`config.mk`:
```
export PLATFORM = sky130hd
export DESIGN_NAME = sha256_msg_padder_flat
export DESIGN_NICKNAME = d
export VERILOG_FILES = /design/src/rtl/sha256_msg_padder_pkg.sv /design/src/rtl/sha256_msg_padder_if.sv /design/src/rtl/sha256_msg_padder_pad_word.sv /design/src/rtl/sha256_msg_padder.sv /design/src/flat_wrapper.sv
export SDC_FILE = /design/constraint.sdc
export NUM_CORES = 1
export LEC_CHECK = 0
export BUFFER_PORTS_ARGS = -buffer_cell sky130_fd_sc_hd__buf_2
export CORE_UTILIZATION = 47
export CTS_CLUSTER_SIZE = 14
export DETAILED_ROUTE_END_ITERATION = 12
export GPL_TIMING_DRIVEN = 0
export PLACE_DENSITY_LB_ADDON = 0.1
export SLEW_MARGIN = 15
export SYNTH_ARGS = -nofsm -noshare
export SYNTH_HDL_FRONTEND = slang
export SYNTH_SLANG_ARGS = --single-unit
```
`constraint.sdc`:
```
create_clock -name clk -period 4.4 [get_ports clk]
set_input_delay 0.44 -clock clk [delete_from_list [all_inputs] [get_ports clk]]
set_output_delay 0.44 -clock clk [all_outputs]
set_load 0.005 [all_outputs]
```
`src/rtl/sha256_msg_padder_pkg.sv`:
```
// Shared types and helpers for the SHA-256 message padder: word/block types,
// the padding constant, block-count helper and the padder FSM state encoding.
package sha256_pkg;

  typedef logic [31:0] word_t;
  typedef word_t [0:15] block_t;

  localparam word_t PAD_WORD = 32'h8000_0000;

  typedef enum logic [1:0] {
    IDLE = 2'd0,
    LOAD = 2'd1,
    OUT  = 2'd2,
    FIN  = 2'd3
  } state_t;

  // Blocks needed for n words plus the pad word and the two length words.
  function automatic int num_blocks(int n);
    return (n + 32'sd2) / 32'sd16 + 32'sd1;
  endfunction

endpackage

```
`src/rtl/sha256_msg_padder_if.sv`:
```
// Block delivery handshake between the padder and the compression stage.
interface sha256_msg_padder_if;
  logic         blk_valid;
  logic         blk_ready;
  logic [511:0] blk_data;
  logic         blk_last;

  modport master (output blk_valid, output blk_data, output blk_last, input blk_ready);
  modport slave  (input blk_valid, input blk_data, input blk_last, output blk_ready);
endinterface

```
`src/rtl/sha256_msg_padder_pad_word.sv`:
```
// Selects the content of padded-message word j: message data, pad marker,
// zero fill or one half of the 64-bit big-endian bit length.
module sha256_pad_word
  import sha256_pkg::*;
(
  input  logic [31:0] j,
  input  logic [31:0] n,
  input  logic [31:0] t,
  input  word_t       mem_rd_data,
  output word_t       value
);

  logic [63:0] bit_len;

  // Word selection by position within the padded message.
  always_comb begin
    bit_len = {32'd0, n} << 6'd5;
    if (j < n) begin
      value = mem_rd_data;
    end else if (j == n) begin
      value = PAD_WORD;
    end else if (j == t - 32'd2) begin
      value = bit_len[63:32];
    end else if (j == t - 32'd1) begin
      value = bit_len[31:0];
    end else begin
      value = 32'd0;
    end
  end

endmodule

```
`src/rtl/sha256_msg_padder.sv`:
```
// Reads an N-word message from synchronous RAM, appends SHA-256 padding and
// presents complete 512-bit blocks on a valid/ready interface.
module sha256_msg_padder
  import sha256_pkg::*;
#(
  parameter int NUM_OF_WORDS = 20,
  parameter int ADDR_W       = 16
) (
  input  logic                clk,
  input  logic                reset_n,
  input  logic                start,
  input  logic [ADDR_W-1:0]   msg_addr,
  output logic                mem_rd_en,
  output logic [ADDR_W-1:0]   mem_addr,
  input  logic [31:0]         mem_rd_data,
  sha256_msg_padder_if.master blk,
  output logic                busy,
  output logic                done
);

  localparam logic [31:0] N  = 32'(NUM_OF_WORDS);
  localparam int          NB = num_blocks(NUM_OF_WORDS);
  localparam logic [31:0] T  = 32'(16 * NB);

  state_t             state;
  logic [4:0]         lc;
  logic [15:0]        blk_idx;
  logic [ADDR_W-1:0]  base;
  block_t             buffer;
  logic               valid;
  logic               last;

  logic [31:0]        blk_base;
  logic [31:0]        j_wr;
  logic [3:0]         wr_idx;
  word_t              pad_value;
  logic               issue;
  logic [31:0]        issue_j;
  logic [ADDR_W-1:0]  issue_base;

  assign blk_base = 32'({blk_idx, 4'h0});
  assign j_wr     = blk_base + 32'(lc) - 32'd1;
  // lc=16 wraps to index 15, the final word of the block.
  assign wr_idx   = 4'(lc - 5'd1);

  assign blk.blk_valid = valid;
  assign blk.blk_data  = buffer;
  assign blk.blk_last  = last;

  sha256_pad_word u_pad_word (
    .j           (j_wr),
    .n           (N),
    .t           (T),
    .mem_rd_data (mem_rd_data),
    .value       (pad_value)
  );

  // Read address for the word of the next cycle; the RAM output is registered.
  always_comb begin
    issue      = 1'b0;
    issue_j    = 32'd0;
    issue_base = base;
    case (state)
      IDLE: begin
        if (start) begin
          issue      = 1'b1;
          issue_base = msg_addr;
        end else begin
          issue = 1'b0;
        end
      end
      LOAD: begin
        if (lc < 5'd15) begin
          issue   = 1'b1;
          issue_j = blk_base + 32'(lc) + 32'd1;
        end else begin
          issue = 1'b0;
        end
      end
      OUT: begin
        if (blk.blk_ready && !last) begin
          issue   = 1'b1;
          issue_j = blk_base + 32'd16;
        end else begin
          issue = 1'b0;
        end
      end
      default: issue = 1'b0;
    endcase
  end

  // Control FSM, counters, block buffer and registered outputs.
  always_ff @(posedge clk or negedge reset_n) begin
    if (!reset_n) begin
      state     <= IDLE;
      lc        <= 5'd0;
      blk_idx   <= 16'd0;
      base      <= '0;
      buffer    <= '0;
      valid     <= 1'b0;
      last      <= 1'b0;
      mem_rd_en <= 1'b0;
      mem_addr  <= '0;
      busy      <= 1'b0;
      done      <= 1'b0;
    end else begin
      if (issue) begin
        mem_rd_en <= (issue_j < N);
        mem_addr  <= issue_base + issue_j[ADDR_W-1:0];
      end else begin
        mem_rd_en <= 1'b0;
      end
      case (state)
        IDLE: begin
          done <= 1'b0;
          if (start) begin
            base    <= msg_addr;
            blk_idx <= 16'd0;
            lc      <= 5'd0;
            busy    <= 1'b1;
            state   <= LOAD;
          end else begin
            busy <= 1'b0;
          end
        end
        LOAD: begin
          if (lc != 5'd0) begin
            buffer[wr_idx] <= pad_value;
          end else begin
            buffer <= buffer;
          end
          if (lc == 5'd16) begin
            valid <= 1'b1;
            last  <= (blk_idx == 16'(NB - 1));
            state <= OUT;
          end else begin
            lc <= lc + 5'd1;
          end
        end
        OUT: begin
          if (blk.blk_ready) begin
            valid <= 1'b0;
            last  <= 1'b0;
            if (last) begin
              done  <= 1'b1;
              state <= FIN;
            end else begin
              blk_idx <= blk_idx + 16'd1;
              lc      <= 5'd0;
              state   <= LOAD;
            end
          end else begin
            valid <= 1'b1;
          end
        end
        FIN: begin
          done  <= 1'b0;
          busy  <= 1'b0;
          state <= IDLE;
        end
        default: state <= IDLE;
      endcase
    end
  end

endmodule

```
`src/flat_wrapper.sv`:
```
// flat-port wrapper written by rule: the top's interface ports become plain ports
module sha256_msg_padder_flat import sha256_pkg::*;
#(
  parameter int NUM_OF_WORDS = 20,
  parameter int ADDR_W       = 16
)
  (clk, reset_n, start, msg_addr, mem_rd_en, mem_addr, mem_rd_data, busy, done, blk_blk_valid, blk_blk_data, blk_blk_last, blk_blk_ready);
  sha256_msg_padder_if blk_i ();
  input  logic clk;
  input  logic reset_n;
  input  logic start;
  input  logic [ADDR_W-1:0] msg_addr;
  output logic mem_rd_en;
  output logic [ADDR_W-1:0] mem_addr;
  input  logic [31:0] mem_rd_data;
  output logic busy;
  output logic done;
  output wire logic [$bits(blk_i.blk_valid)-1:0] blk_blk_valid;
  output wire logic [$bits(blk_i.blk_data)-1:0] blk_blk_data;
  output wire logic [$bits(blk_i.blk_last)-1:0] blk_blk_last;
  input wire logic [$bits(blk_i.blk_ready)-1:0] blk_blk_ready;
  assign blk_blk_valid = blk_i.blk_valid;
  assign blk_blk_data = blk_i.blk_data;
  assign blk_blk_last = blk_i.blk_last;
  assign blk_i.blk_ready = blk_blk_ready;
  sha256_msg_padder #(.NUM_OF_WORDS(NUM_OF_WORDS), .ADDR_W(ADDR_W)) u_core (.clk(clk), .reset_n(reset_n), .start(start), .msg_addr(msg_addr), .mem_rd_en(mem_rd_en), .mem_addr(mem_addr), .mem_rd_data(mem_rd_data), .blk(blk_i), .busy(busy), .done(done));
endmodule
```
-- Word-level counts from Yosys, hierarchy flattened
Index checks and enable logic that the tools add are counted.
- add/subtract/negate cells: 8
- magnitude comparators: 5
- eq/ne operators: 14
- muxes and demuxes: 41
- bitwise operators: 1
- reductions and logical operators: 18
- operators by type and width (kind ; number):
    $bwmux 512 ; 1
    $mux 32 ; 5
    $demux 32 s4 ; 1
    $eq 32x5->1 const B ; 3
    $mux 16 ; 5
    $lt 32x5->1 const B ; 2
    $pmux 32 s2 ; 1
    $add 32x1->32 const B ; 1
    $pmux 16 s2 ; 1
    $sub 21x1->22 const B ; 1
    $add 20x5->21 ; 1
    $add 20x5->21 const B ; 1
    $mux 10 ; 2
    $mux 5 ; 4
    $add 16x1->16 const B ; 1
    $add 16x16->16 ; 1
    $eq 16x1->1 const B ; 1
    $pmux 5 s3 ; 1
    $mux 1 ; 10
    $reduce_and 3->1 ; 3
    $mux 2 ; 4
    $ne 2x2->1 const B ; 4
    $pmux 1 s2 ; 4
    $pmux 2 s4 ; 1
    other kinds (21) ; 28
- flip-flop bits (word level): 572
- input bits: 52
- output and inout bits: 533
- logic and storage cells: 113

-- Logic depth before layout (Yosys ltp)
Gate-level depths: netlist of run 1.
- depth after elaboration: 8
- gate-level depth with buffers: 18
- depth with buffers taken out: 17

-- By module
A second synthesis of run 1 with hierarchy kept.
- cell total of the unflattened synthesis: 2220
- area total of the unflattened synthesis: 27395.0 um^2
- by module, submodules not included (module ; times used ; cells each ; area an instance (um^2) ; seq. area each (um^2)):
    sha256_msg_padder ; 1 ; 1744 ; 24039.3 ; 14313.7
    sha256_pad_word ; 1 ; 476 ; 3355.7 ; 0.0

-- Worst setup path after synthesis of run 1
OpenSTA, ideal clock, no wires.
- kind: reg-to-reg
- start: register u_core.blk_idx[0]
- end: register u_core.mem_addr[14]
- library setup time: 0.116 ns
- arrival time: 3.523 ns
- data required time: 4.284 ns
- setup slack: 0.761 ns
- cell stages (with the launch flop): 16
- buffers on the path: 1
- clock period less this slack: 3.639 ns
- cells stage by stage: dfrtp_1 > ha_1 > ha_1 > clkbuf_1 > nand2_1 > nor2_1 > xor2_1 > a221o_1 > and3_1 > ha_1 > or2_2 > a21oi_1 > a211o_1 > a31oi_1 > a311o_1 > o311ai_0
- longest elaborated chain between the ends: 5
- elaborated cells between the ends (all ways): 7
- classes of those cells: add/sub (4); mux (3)
- ends and longest elaborated chain (what ; RTL line ; source):
    start: declaration ; sha256_msg_padder.sv:27 ; logic [15:0] blk_idx;
    start signal: assignment ; sha256_msg_padder.sv:148 ; blk_idx <= blk_idx + 16'd1;
    $add 20x5->21 ; sha256_msg_padder.sv:75 ; issue_j = blk_base + 32'(lc) + 32'd1;
    $add 32x1->32 ; sha256_msg_padder.sv:75 ;
    $mux 32 ; sha256_msg_padder.sv:73 ; if (lc < 5'd15) begin
    $pmux 32 s2 (*) ; sha256_msg_padder.sv:63 ; case (state)
    $add 16x16->16 (*) ; sha256_msg_padder.sv:109 ; mem_addr <= issue_base + issue_j[ADDR_W-1:0];
    end signal: assignment ; sha256_msg_padder.sv:109 ;
    end: declaration ; sha256_msg_padder.sv:14 ; output logic [ADDR_W-1:0] mem_addr,
Mark *: on every way between the ends. The rest lies on a longest branch, timed or not.
A chain may end at the register's enable or synchronous reset.

-- Worst setup path in the final report of run 1
- start: register u_core.lc[0]
- end: register u_core.buffer (netlist bit u_core.blk.blk_data[368])
- longest elaborated chain between the ends: 7
- elaborated cells between the ends (all ways): 14
- classes of those cells: add/sub (3); order compare (3); mux (4); bitwise (1); reduce/logical (3)
- ends and longest elaborated chain (what ; RTL line ; source):
    start: declaration ; sha256_msg_padder.sv:26 ; logic [4:0] lc;
    start signal: assignment ; sha256_msg_padder.sv:137 ; lc <= lc + 5'd1;
    parallel branches: the longest is 7 deep, another holds $lt 32x5->1 ; - ;
    end signal: indexed assignment ; sha256_msg_padder.sv:128 ; buffer[wr_idx] <= pad_value;
    end signal: assignment ; sha256_msg_padder.sv:130 ; buffer <= buffer;
    end: declaration ; sha256_msg_padder.sv:29 ; block_t buffer;
Several ways; the timed one is not identified.

==> reports/results.ini, run 1 <==
[route]
drtAntennaViolNets = 0
drtPass1Iterations = 7
vias = 20800
drc = 0
viasPerCell = 5.64
dr.first_iter.drc_count = 1690
routed_wl_mm = 88.5
wl_per_cell_um = 24.0

[logic_synthesis]
yosys.area_share.simple_pct = 14.6
ys_warn_count = 0
synthMuxAreaShare_pct = 1.25
syn_inst = 2337
yosys.area_share.adder_pct = 1.59
synth.distinct_cells = 75
synth_edf_count = 0
yosysSeqAreaShare_pct = 61.3
syn_area_um2 = 23400
synth_seq_cells = 572
synth_flop_cell = dfrtp_1
avgSynthCellArea_um2 = 9.99
synth_compound_area_share_pct = 16.5
async_reset_ff_share_pct = 100
synth-xor-area-share_pct = 1.01
syn-num-nets = 2418
synth_top_family_by_area = compound AO/OA/AOI/OAI gates

[clocking]
numCtsBuffers = 59
cts_tree = built
post_cts_buffers = 0
clock_latency_ns = 0.64
cts.sinks = 572
clk_path_buf_depth = 3
cts-root-buf = clkbuf_16
cts_htree_levels = 2
cts.clk_slew.worst_paths_ns = 0.06

[grt]
antenna_found_initial = 3
grt_max_degree = 104
gr-total-overflow = 0
grt_pass1_vias = 19600
grt_first_pass_wirelength_mm = 129
gr-usage-all-layers_pct = 34.2

[sta]
finalCritPeriodShare_pct = 95.1
skew_ns = 0.0225
tns_ns = 0
hold_viol_final = 0
fin_ws_ns = 0.216
period_needed_ns = 4.18
timing.fmax_mhz = 239
max_slew.worst_pin.slew_ns = 0.909
slew_violations = 0
rsz0062_at_grt = yes
setup_viol_count_final = 0
slew_headroom_pct = 38.8

[critical_path]
arrival_ns = 4.73
path_max_fanout = 10
path_cells = clkbuf_1 -> inv_1 -> ha_1 -> o21bai_1 -> mux2_2 -> a2bb2oi_1 -> a311oi_1 -> o221ai_1 -> a211oi_2 -> buf_4 -> nand2_1 -> buf_2 -> o21ai_0
end_kind = flop
critPathSlowestCell = dfrtp_1
start_kind = flop
crit_path_max_incr_delay_ns = 0.41
critPathKind = flop to flop
crit_family = compound AO/OA/AOI/OAI gates
crit_required_ns = 4.94
crit_buf_inv = 4

[run]
cap_violations = 0

[worst_hold_path]
hold_class = primary input to flop

[floorplanning]
pin_count = 585
die_area_um2 = 50600
core_area_um2 = 49000
die_w_um = 225
die_y_um = 225
initial_core_util_pct = 47.7
fp-row-count = 81

[place]
dp_hpwl_mm = 65.2
io_buffers = 584
gp_congestion = 0.942
placed_area_um2 = 27300
preCtsSetupSlack_ns = -0.270

[cells_and_area]
drive_above_1_share_pct = 25.3
seqCellArea_um2 = 14300
design_area_um2 = 29100
fin_nets = 3067
syn2layout_area_growth_pct = 24.8
fill_cells = 4357
post-route-util_pct = 59.5
multiInputGateArea_um2 = 8210

[power_and_ir_drop]
power_leakage_nw = 13.9
powerDensity_nw_per_um2 = 648
peakVddDrop_mv = 0.485

[outcome]
run_status = finished clean

## path summary, 6_finish.rpt
path	from	endpoint	slack, ns	cells after the start
worst max-delay path	u_core.lc[0]	u_core.blk.blk_data[368]	0.22	13
min in group asynchronous	reset_n	u_core.blk.blk_data[325]	0.43	2
max in group asynchronous	reset_n	u_core.base[14]	2.00	5
worst min register to register	u_core.blk.blk_data[447]	u_core.blk.blk_data[447]	0.47	2
worst max register to register	u_core.lc[0]	u_core.blk.blk_data[368]	0.22	13
worst min-delay path	msg_addr[0]	u_core.base[0]	0.08	2
## report_power, final
part	leakage (nW)	switching, mW	internal [mW]
Clock	0.871	2.09	2.66
Combinational	7.22	3.85	2.36
Sequential	5.79	0.955	6.98
Total	13.9	6.89	12.0
## sequential cells by signal, summed over array words and instances (netlist names)
| name | count |
|---|---|
| u_core.done | 1 |
| u_core.blk.blk_last | 1 |
| u_core.base | 16 |
| u_core.busy | 1 |
| u_core.state | 2 |
| u_core.blk_idx | 16 |
| u_core.mem_addr | 16 |
| u_core.blk.blk_valid | 1 |
| u_core.lc | 5 |
| u_core.blk.blk_data | 512 |
| u_core.mem_rd_en | 1 |
## area by class of cell
type                    count  area share [%]
plain buffers             181            2.84
flip-flops and latches    572            49.1
clock inverters            11           0.421
well taps                 664            2.85
multi-input cells        1560            28.2
diodes                      3          0.0258
inverters                  22           0.283
clock buffers              89            5.73
repair buffers            590            10.6
## cell families after synthesis
kind of cell / count (synthesis)
adders and majority gates: 29
muxes: 27
DFF: 572
AOI/OAI and AO/OA: 693
buffers and inverters: 205
and+or+nand+nor: 784
xor gates and xnor gates: 27
## metrics by stage
stage	cells	power, mW	hold slack, ns
3_3_place_gp	3585	13.9	0.456
3_5_place_dp	3590	14.1	0.461
2_1_floorplan	2337	10.7	0.144
6_report	3692	18.9	0.0811
5_1_grt	3691	19.9	0.0729
4_1_cts	3690	18.9	0.0561
## cell usage in the layout (no fill, tap or decap), types with 9 or more instances in the layout
master / netlist / routed
o21ai_1: 101 / 102
clkbuf_16: 0 / 59
xor2_1: 13 / 12
nand2_4: 10 / 10
nor3_1: 17 / 17
buf_6: 10 / 10
mux2i_1: 9 / 9
dfrtp_1: 572 / 572
o31ai_1: 60 / 60
clkbuf_1: 154 / 157
nand4_1: 9 / 9
buf_2: 12 / 598
nand3b_1: 13 / 13
ha_1: 28 / 26
nand2b_1: 9 / 9
nand3_1: 34 / 33
clkbuf_2: 0 / 10
xnor2_1: 14 / 14
inv_1: 21 / 21
and3_1: 12 / 12
o21ai_0: 424 / 422
nor4_1: 11 / 11
a21oi_1: 34 / 31
nand2_1: 584 / 581
mux2_2: 18 / 18
nor2_1: 43 / 42
## timing repair
action	4_1_cts	5_1_grt
hold endpoints to repair	92	0
endpoints found under the setup margin	92	184
pin swaps	0	1
hold buffers	1	0
gates resized for setup	14	37
## synth_stat cells, types with 13 or more instances
cell type | count | area, um2
nand3b_1 | 13 | 97.6
nand3_1 | 34 | 170
ha_1 | 28 | 350
nor2_1 | 43 | 161
xnor2_1 | 14 | 123
inv_1 | 21 | 78.8
nand2_1 | 584 | 2190
clkbuf_1 | 154 | 578
o31ai_1 | 60 | 450
a21oi_1 | 34 | 170
dfrtp_1 | 572 | 14300
o21ai_1 | 101 | 505
nor3_1 | 17 | 85.1
o21ai_0 | 424 | 2120
mux2_2 | 18 | 203
xor2_1 | 13 | 114
## per-layer routing
layer | wire length (um) | share of wire, % | vias to the layer above | global-route usage, %
met5 | 0 | 0 | - | 0
met2 | 41400 | 47 | 872 | 53.8
met1 | 35900 | 40 | 10500 | 45.6
met3 | 7600 | 8.6 | 164 | 8.54
met4 | 3650 | 4.1 | 0 | 13.6
li1 | - | - | 9296 | -
Note: power is estimated with default switching activity, not from simulation.
==> inputs of run 2 (changes only) <==
--- a/config.mk
+++ b/config.mk
@@ -6,9 +6,10 @@
 export NUM_CORES = 1
 export LEC_CHECK = 0
 export BUFFER_PORTS_ARGS = -buffer_cell sky130_fd_sc_hd__buf_2
-export CORE_UTILIZATION = 47
+export CORE_AREA = 2 2 226 228
 export CTS_CLUSTER_SIZE = 14
 export DETAILED_ROUTE_END_ITERATION = 12
+export DIE_AREA = 0 0 228 230
 export GPL_TIMING_DRIVEN = 0
 export PLACE_DENSITY_LB_ADDON = 0.1
 export SLEW_MARGIN = 15
==> run 2 against run 1 <==
Combinational power is essentially flat. Critical path depth stayed put. Sequential cell count did not move. Sequential share of layout area down 0.57 points. Worst setup slack got worse by 0.014 ns. Design area up 1.2%. Cell count is 0.51% higher. Clock-buffer cell count shrank 3. Non-clock buffer count increased by 2. First-iteration DRC count grew 15%. Hold slack improved by 0.010 ns. Clock skew grew 0.011 ns. Critical path type unchanged.
==> reports/results.ini, run 2 (synthesis gave the netlist of run 1 again) <==
[outcome]
run_status = finished clean

[route]
drc = 0
viasPerCell = 5.64
wl_met2_mm = 42.3
wl_met3_mm = 7.02
dr.first_iter.drc_count = 1944
m1WireLength_mm = 36.3
drtAntennaViolNets = 0
routed_wl_mm = 89.3
routed.top_layer = met5
drtPass1Iterations = 7
vias = 20900
wl_per_cell_um = 24.1

[grt]
grt_first_pass_wirelength_mm = 132
antenna_found_initial = 3
grt_max_degree = 106
gr-total-overflow = 0
grt_pass1_vias = 20000
gr-usage-all-layers_pct = 33.5

[cells_and_area]
largest_reg_flops = 512
drive_above_1_share_pct = 25.9
final_common_cell = buf_2
final_cell_count_no_fill = 3711
syn2layout_area_growth_pct = 26.3
final_cell_mix = 598 x buf_2, 579 x nand2_1, 572 x dfrtp_1, 422 x o21ai_0, 147 x clkbuf_1
fill_cells = 4546
fin_nets = 3069

[sta]
slew_violations = 0
rsz0062_at_grt = no
skew_ns = 0.0338
tns_ns = 0
setup_viol_count_final = 0
max_slew.worst_pin.slew_ns = 1.07
whs_ns = 0.0916
timing.fmax_mhz = 238
finalCritPeriodShare_pct = 95.4
hold_viol_final = 0
period_needed_ns = 4.20
slew_headroom_pct = 27.8

[critical_path]
endpoint = u_core.blk.blk_data[331]
cp_common_cell = ha_2
end_kind = flop
worstReg2RegEnd = u_core.blk.blk_data[331]
path_max_fanout = 10
r2r_cells = 13
start_kind = flop
r2r_start = u_core.blk_idx[0]
crit_required_ns = 4.95
critPathSlowestCell = or4_1
crit_path_max_incr_delay_ns = 0.53
cp-startpoint = u_core.blk_idx[0]
critPathKind = flop to flop
rrSetupSlack_ns = 0.20
path_cells = ha_2 -> ha_2 -> buf_2 -> nand3_1 -> xor2_2 -> or4_1 -> a21oi_1 -> o211ai_1 -> a211oi_2 -> clkbuf_4 -> nand2_1 -> clkbuf_1 -> o21ai_0
arrival_ns = 4.74

[place]
io_buffers = 584
dp_hpwl_mm = 66.1
placed_cells = 3599
gp_congestion = 0.898

[floorplanning]
core_area_um2 = 49900
fp-row-count = 82
die_w_um = 228
die_area_um2 = 52400
initial_core_util_pct = 46.8
die_y_um = 230
pin_count = 585

[clocking]
cts_tree = built
cts.clk_slew.worst_paths_ns = 0.06
numCtsBuffers = 59
cts-root-buf = clkbuf_16
clk_path_buf_depth = 3
cts_htree_levels = 2
cts.sinks = 572
clock_latency_ns = 0.64

[run]
cap_violations = 0

[power_and_ir_drop]
power_leakage_nw = 14.0
peakVddDrop_mv = 0.391
p_total_mw = 19.5
powerDensity_nw_per_um2 = 662

[worst_hold_path]
hold_class = primary input to flop

-- run 2: cell count changes in the layout (fill, tap and decap cells not counted), moves of 2 or more --
cell	change
a21oi_1	+3
a21oi_2	-3
bufinv_16	+6
clkbuf_1	-10
clkbuf_2	-5
clkbuf_8	+12
clkinv_2	+5
nand2_1	-2
nand2_2	+2
-- run 2: metal layers --
metal,vias up,track usage [%]
met5,-,0
met4,2,13.4
met3,163,6.86
met2,929,53.7
met1,10500,44.9
li1,9329,-
-- run 2: how the worst min path moves through the flow --
| stage | slack (ns) | start | end | cells after the start |
|---|---|---|---|---|
| 2_1_floorplan | 0.14 | reset_n | u_core.base[0] | 0 |
| 3_3_place_gp | 0.46 | u_core.blk.blk_data[421] | u_core.blk.blk_data[421] | 2 |
| 3_5_place_dp | 0.41 | reset_n | u_core.blk.blk_data[324] | 1 |
| 4_1_cts | 0.06 | msg_addr[12] | u_core.base[12] | 2 |
| 5_1_grt | 0.08 | msg_addr[8] | u_core.base[8] | 2 |
| 6_report | 0.09 | msg_addr[0] | u_core.base[0] | 2 |
-- run 2: layout make-up --
cell class,instances,area (um2),share of cell area [%]
inverter,22,82.6,0.280
clock buffer,86,1780,6.03
antenna,2,5.00,0.0170
tap,672,841,2.85
buffer,181,821,2.78
timing repair buffer,592,3120,10.6
clock inverter,24,337,1.14
sequential,572,14300,48.5
multi-input combinational,1560,8200,27.8
-- run 2: worst max-delay path, delay by kind of cell, from the launching register on --
family | cells | cell delay [ns]
and+or+nand+nor | 3 | 0.99
adders and majority gates | 2 | 0.51
DFF | 1 | 0.50
buffers and inverters | 3 | 0.96
AOI/OAI and AO/OA | 4 | 0.92
xor gates and xnor gates | 1 | 0.22
-- run 2: power breakdown --
| group | switching, mW | internal (mW) |
|---|---|---|
| registers | 0.971 | 6.98 |
| clock network | 2.18 | 3.21 |
| logic | 3.82 | 2.36 |
-- run 2: what timing repair did --
| item | 4_1_cts | 5_1_grt |
|---|---|---|
| gates resized for setup | 15 | 23 |
| pin swaps | 0 | 2 |
| setup buffers | 0 | 1 |
| endpoints found under the hold margin | 60 | 0 |
| hold buffers | 1 | 0 |
| endpoints found under the setup margin | 88 | 190 |
-- run 2: stage by stage --
| stage | cell area [um2] | util [%] | setup slack, ns |
|---|---|---|---|
| floorplan | 23400 | - | 0.761 |
| global placement | 27100 | 54.4 | -8.59 |
| detailed placement | 27300 | 54.7 | -0.302 |
| CTS | 29400 | 59.0 | 0.0203 |
| global route | 29500 | 59.1 | 0.00132 |
| finish | 29500 | 59.1 | 0.202 |
